[config.mk]
export PLATFORM = sky130hd
export DESIGN_NAME = crc16_12b
export DESIGN_NICKNAME = d
export VERILOG_FILES = /design/src/rtl/snake_pkg.sv /design/src/rtl/crc16_12b.sv
export SDC_FILE = /design/constraint.sdc
export NUM_CORES = 1
export LEC_CHECK = 0
export BUFFER_PORTS_ARGS = -buffer_cell sky130_fd_sc_hd__buf_2
export CAP_MARGIN = 20
export CELL_PAD_IN_SITES_DETAIL_PLACEMENT = 0
export CELL_PAD_IN_SITES_GLOBAL_PLACEMENT = 2
export CORE_ASPECT_RATIO = 1.75
export CORE_MARGIN = 5
export CORE_UTILIZATION = 32
export CTS_BUF_LIST = sky130_fd_sc_hd__clkbuf_8
export DETAILED_ROUTE_END_ITERATION = 8
export PLACE_DENSITY_LB_ADDON = 0.1
export SYNTH_ARGS = -nofsm -noshare
export SYNTH_HDL_FRONTEND = slang
export SYNTH_SLANG_ARGS = --single-unit
[constraint.sdc]
create_clock -name clk -period 3.2 [get_ports clk]
set_clock_uncertainty 0.05 [all_clocks]
set_input_delay 0.8 -clock clk [delete_from_list [all_inputs] [get_ports clk]]
set_output_delay 0.8 -clock clk [all_outputs]
set_load 0.02 [all_outputs]
[src/rtl/snake_pkg.sv]
// Shared pixel-stream types and the CRC-16-CCITT helper used by the frame
// checker and by golden models that need the same signature.
package snake_pkg;
  localparam int RGB_B = 12;
  localparam logic [15:0] CRC16_POLY = 16'h1021;

  typedef enum logic {IDLE, CAPTURE} chk_state_e;

  // One clock of the signature: the whole 12-bit pixel, MSB (r[3]) first.
  function automatic logic [15:0] crc16_step12(input logic [15:0] crc,
                                               input logic [RGB_B-1:0] data);
    logic [15:0] c;
    c = crc;
    for (int i = RGB_B-1; i >= 0; i--) begin
      if (c[15] ^ data[i]) c = {c[14:0], 1'b0} ^ CRC16_POLY;
      else                 c = {c[14:0], 1'b0};
    end
    return c;
  endfunction
endpackage

[src/rtl/crc16_12b.sv]
// Registered CRC-16 accumulator: seed has priority over enable. crc_nxt_o
// exposes the value including the current pixel so a frame close can
// publish a pixel that arrives on the closing cycle.
module crc16_12b
  import snake_pkg::*;
#(
  parameter logic [15:0] INIT = 16'hFFFF
) (
  input  logic             clk,
  input  logic             rst_n,
  input  logic             seed_i,
  input  logic             en_i,
  input  logic [RGB_B-1:0] data_i,
  output logic [15:0]      crc_o,
  output logic [15:0]      crc_nxt_o
);
  logic [15:0] crc_q, crc_d;

  assign crc_nxt_o = en_i ? crc16_step12(crc_q, data_i) : crc_q;
  assign crc_d     = seed_i ? INIT : crc_nxt_o;
  assign crc_o     = crc_q;

  always_ff @(posedge clk or negedge rst_n) begin
    if (!rst_n) crc_q <= '0;
    else        crc_q <= crc_d;
  end
endmodule

==> impl_metrics.csv, run 1 <==
group,metric,value,unit
clocking,cts-root-buf,"clkbuf_8",
sta,fmax,327,MHz
global_routing,grt_max_degree,26,
setup_path,worstSetupEndpointType,"output port",
clocking,clock_latency,250,ps
cells_and_area,largest_reg_flops,16,
clocking,cts_hold_buf,0,
sta,fin_setup_tns,0,ps
synthesis,yosysTopAreaCellShare,33.7,%
floorplan,num_rows,29,
global_routing,grtUsageTotal,12.1,%
clocking,post-cts-setup-buffers,0,
synthesis,syn_area_per_cell,11.0,um^2
detailed_routing,vias,933,
sta,timing.slew.headroom,51.2,%
clocking,htreeDepth,1,
setup_path,worstPathArrival,2200,ps
sta,drv_slew,0,
synthesis,ys_seq_area_share,33.7,%
clocking,clock_sinks,16,
sta,fin_crit,3050,ps
setup_path,critPathMaxStageDelay,540,ps
hold_path,min_path_type,"input pin to asynchronous set/reset pin",
setup_path,crit_path_top_delay_cell,"xnor3_1",
detailed_routing,ant_nets,0,
setup_path,cp_max_fo,4,
run_status,status,"finished clean",
cells_and_area,num-nets-final,177,
global_routing,first_global_vias,1012,
placed_design,routabilityCongestion,0.750,
global_routing,grt_pass1_wl,4840,um
synthesis,synth_area_leaders,"dfrtp_1 34%, xnor2_1 14%, xnor3_1 7.6%",
cells_and_area,final_cell_mix,"47 x buf_2, 19 x xnor2_1, 16 x dfrtp_1",
clocking,clk_pin_slew_worst_paths,70,ps
synthesis,syn_area,1190,um^2
cells_and_area,final_common_cell,"buf_2",
setup_path,timing.critical_path.mode_cell,"buf_2",
detailed_routing,drc,0,
global_routing,antenna_found_initial,0,
floorplan,dieArea,5080,um^2
clocking,numCtsBuffers,3,
sta,rsz0062_at_grt,"false",
synthesis,synth_cell_type_count,25,
placed_design,port_buffers,47,
cells_and_area,syn_to_final_growth,29.7,%
setup_path,crit_type,"input pin to output port",
synthesis,syn_inst,108,
synthesis,ys_warn_count,0,
detailed_routing,dr.pass1.iters,4,
detailed_routing,avgRoutedWirePerCell,14.2,um
clocking,cts_tree,"yes",
sta,min_period_over_period,95.4,%
synthesis,synth.largest_area_cell,"dfrtp_1",
clocking,cts-resized-gates,0,
sta,final_hold_viol_count,0,
detailed_routing,drtIter0Drc,16,
cells_and_area,diodes,0,
synthesis,ys_ff_latch,16,
setup_path,path_cells,"buf_2 -> xor2_2 -> xnor3_1 -> xnor2_1 -> a21oi_1 -> buf_2",
cells_and_area,drive_gt1_share,43.4,%
setup_path,worst_setup_path_start_kind,"input pin",
sta,setup_viol,0,
cells_and_area,fillers,375,
power_and_ir_drop,ir_worst_vdd,0.000688,V
power_and_ir_drop,power_density,1390,nW/um^2
synthesis,synth_fp_nets,124,
floorplan,die_h,90.6,um
floorplan,io_pins,48,
detailed_routing,drt_wl_total,2910,um
sta,tightest_slew,731,ps
setup_path,required,2350,ps
placed_design,dp_hpwl,2280,um
floorplan,initial_core_util,33.1,%
floorplan,die_w,56.0,um
power_and_ir_drop,p_leak,0.682,nW
power_and_ir_drop,finalPower,2.15,mW
detailed_routing,routed_via_density,4.55,
clocking,max-clock-path-buffers,2,
global_routing,grt-ovfl-total,0,
flow_run,drv_cap,0,
floorplan,core_area,3590,um^2
## critical path, delay by kind of cell
family / cells / cell delay [ps]
xor gates and xnor gates: 3 / 970
AOI/OAI and AO/OA: 1 / 160
buffers and inverters: 2 / 280
## synthesized netlist by cell type
master and n:
xnor2_2 4, nand2_1 8, clkbuf_1 4, mux2_2 2
inv_1 2, nand2b_4 1, a22oi_1 1, xnor2_1 19
mux2_4 1, xnor2_4 1, xnor3_1 4, dfrtp_1 16
o211ai_1 8, nor2_1 6, o21ai_1 1, o21ai_0 7
a21oi_2 1, nor3_1 3, xnor3_2 1, a21oi_1 7
xor2_2 2, xor2_1 4, nand2b_1 3, xor3_1 1
buf_6 1
## stage by stage
stage | cell area, um^2 | cells | util, % | setup slack (ps) | hold slack, ps
after CTS | 1540 | 205 | 42.9 | 114 | 426
after global routing | 1540 | 205 | 42.9 | 15.2 | 449
after global placement | 1500 | 202 | 41.7 | 148 | 485
after detailed placement | 1500 | 202 | 41.7 | 116 | 499
final | 1540 | 205 | 42.9 | 146 | 420
after floorplan | 1190 | 108 | - | 172 | 454
## routing by layer
| layer | up-vias | global-route usage [%] | part of all wire (%) |
|---|---|---|---|
| met2 | 35 | 21.7 | 53 |
| met5 | - | 0 | 0 |
| met4 | 0 | 4.75 | 0.96 |
| met3 | 2 | 2.86 | 7.5 |
| li1 | 473 | - | - |
| met1 | 423 | 13.5 | 38 |
## power by group
part	internal [mW]	switching, mW	total, mW
clock network	0.0835	0.0744	0.158
logic	0.770	0.864	1.63
registers	0.276	0.0792	0.356
total	1.13	1.02	2.15
## area by class of cell
type                            instances  area (um^2)  area share (%)
Multi-Input combinational cell         85          753            48.9
Inverter                                2         7.51           0.487
Tap cell                               46         57.6            3.74
Clock buffer                            3         41.3            2.68
Timing Repair Buffer                   53          280            18.2
Sequential cell                        16          400            26.0
## cell families (layout without fill, tap and decap cells)
| kind of cell | after synthesis | after routing | share of synthesized area [%] |
|---|---|---|---|
| xor+xnor | 36 | 36 | 39.1 |
| compound gates | 25 | 25 | 12.7 |
| simple gates | 21 | 21 | 8.43 |
| flops | 16 | 16 | 33.7 |
| buf+inv | 7 | 58 | 2.84 |
| mux | 3 | 3 | 3.16 |
## path summary, 6_finish.rpt
| check | start | endpoint | slack (ps) | depth (start not counted) |
|---|---|---|---|---|
| min in group clk | crc_o[0] | crc_o[0] | 510 | 2 |
| hold reg to reg | crc_o[0] | crc_o[0] | 510 | 2 |
| setup reg to reg | crc_o[13] | crc_o[6] | 1420 | 4 |
| setup / recovery | data_i[9] | crc_nxt_o[6] | 150 | 6 |
| max in group asynchronous | rst_n | crc_o[6] | 2390 | 1 |
| hold / removal | rst_n | crc_o[9] | 420 | 1 |
Note: power is estimated with default switching activity, not from simulation.
==> run 2: changes to the inputs <==
==> config.mk (replaced) <==
export PLATFORM = sky130hd
export DESIGN_NAME = crc16_12b
export DESIGN_NICKNAME = d
export VERILOG_FILES = /design/src/rtl/snake_pkg.sv /design/src/rtl/crc16_12b.sv
export SDC_FILE = /design/constraint.sdc
export NUM_CORES = 1
export LEC_CHECK = 0
export BUFFER_PORTS_ARGS = -buffer_cell sky130_fd_sc_hd__buf_2
export CAP_MARGIN = 20
export CORE_MARGIN = 5
export CORE_UTILIZATION = 53
export CTS_BUF_LIST = sky130_fd_sc_hd__clkbuf_8
export DETAILED_ROUTE_END_ITERATION = 8
export HOLD_SLACK_MARGIN = 0.15
export PLACE_DENSITY = 0.87
export SYNTH_ARGS = -nofsm -noshare
export SYNTH_HDL_FRONTEND = slang
export SYNTH_SLANG_ARGS = --single-unit
==> impl_metrics.csv, run 2 (synthesis results as in run 1) <==
group,metric,value,unit
power_and_ir_drop,power_density,1440,nW/um^2
setup_path,cp_max_fo,5,
cells_and_area,num-nets-final,175,
cells_and_area,diodes,0,
sta,whs,416,ps
power_and_ir_drop,ir_worst_vdd,0.000891,V
cells_and_area,largest_reg_flops,16,
hold_path,min_path_type,"input pin to asynchronous set/reset pin",
detailed_routing,drt_wl_total,2740,um
setup_path,r2r_cells,4,
clocking,clk_pin_slew_worst_paths,70,ps
clocking,clock_latency,250,ps
power_and_ir_drop,p_leak,0.678,nW
placed_design,post-place-ws,94.2,ps
setup_path,required,2350,ps
sta,setup_viol,0,
clocking,numCtsBuffers,3,
detailed_routing,drtIter0Drc,31,
sta,fmax,322,MHz
sta,tightest_slew,656,ps
cells_and_area,drive_gt1_share,43.3,%
clocking,cts_hold_buf,0,
placed_design,placed_area,1460,um^2
placed_design,port_buffers,47,
setup_path,crit_type,"input pin to output port",
cells_and_area,fillers,166,
placed_design,dp.cells,182,
floorplan,core_area,2170,um^2
global_routing,grt-ovfl-total,0,
floorplan,io_pins,48,
detailed_routing,vias,954,
clocking,clock_sinks,16,
clocking,cts_tree,"yes",
global_routing,antenna_found_initial,0,
detailed_routing,routed_via_density,5.16,
floorplan,num_rows,17,
floorplan,die_w,57.3,um
sta,fin_ws,99.1,ps
detailed_routing,avgRoutedWirePerCell,14.8,um
sta,timing.slew.headroom,56.2,%
sta,drv_slew,0,
global_routing,grt_pass1_wl,4660,um
setup_path,worstPathArrival,2250,ps
clocking,htreeDepth,1,
sta,final_hold_viol_count,0,
sta,fin_crit,3100,ps
setup_path,r2r-start,"crc_o[15]",
placed_design,dp_hpwl,2120,um
global_routing,first_global_vias,997,
power_and_ir_drop,finalPower,2.18,mW
detailed_routing,dr.pass1.iters,4,
clocking,max-clock-path-buffers,2,
global_routing,grt_max_degree,26,
cells_and_area,syn_to_final_growth,27.2,%
clocking,cts-root-buf,"clkbuf_8",
setup_path,worstSetupEndpointType,"output port",
setup_path,worst_setup_path_start_kind,"input pin",
floorplan,initial_core_util,54.7,%
clocking,post-cts-setup-buffers,0,
cells_and_area,utilization,69.6,%
global_routing,grtUsageTotal,18.2,%
floorplan,dieArea,3290,um^2
cells_and_area,final_cell_mix,"47 x buf_2, 18 x xnor2_1, 16 x dfrtp_1",
setup_path,startpoint,"data_i[11]",
sta,min_period_over_period,96.9,%
sta,rsz0062_at_grt,"false",
detailed_routing,drc,0,
floorplan,die_h,57.3,um
run_status,status,"finished clean",
cells_and_area,final_cells,185,
sta,fin_setup_tns,0,ps
cells_and_area,final_common_cell,"buf_2",
placed_design,routabilityCongestion,0.810,
flow_run,drv_cap,0,
detailed_routing,ant_nets,0,
cells_and_area,stdcell_area,1510,um^2
-- run 2: changes by cell type in the layout (fill, tap and decap cells not counted), sizes merged --
cell	previous run	this run
buf	53	51
-- run 2: layout make-up --
cell class / count / area, um^2 / share of cell area (%)
Inverter: 2 / 7.51 / 0.497
Multi-Input combinational cell: 85 / 761 / 50.4
Timing Repair Buffer: 51 / 265 / 17.6
Clock buffer: 3 / 41.3 / 2.73
Sequential cell: 16 / 400 / 26.5
Tap cell: 28 / 35.0 / 2.32
-- run 2: path summary, 6_finish.rpt --
path                       slack (ps)             to
min in group clk                  520      crc_o[10]
max reg2reg                      1330       crc_o[3]
max in group asynchronous        2410      crc_o[11]
min                               420       crc_o[5]
min reg2reg                       520      crc_o[10]
max                               100  crc_nxt_o[15]
-- run 2: per-layer routing --
metal,track usage [%],vias to the layer above,share of wire [%]
li1,-,465,-
met5,0,-,0
met3,3.39,6,6.3
met1,24.1,448,43
met2,29.0,35,48
met4,8.28,0,2.4
-- run 2: worst max-delay path: stages --
cell     delay (ps)
buf_2           130
xnor2_4         290
xnor3_2         540
xnor2_1         220
o21ai_0          90
buf_2           190
-- run 2: power by group --
part           internal (mW)  switching [mW]
Combinational          0.777           0.892
Sequential             0.277          0.0800
Clock                 0.0835          0.0717
-- run 2: repair_timing --
item                                    in CTS  in global routing
endpoints found under the setup margin       0                  1
endpoints found under the hold margin        0                  0
resized for setup                            0                  1
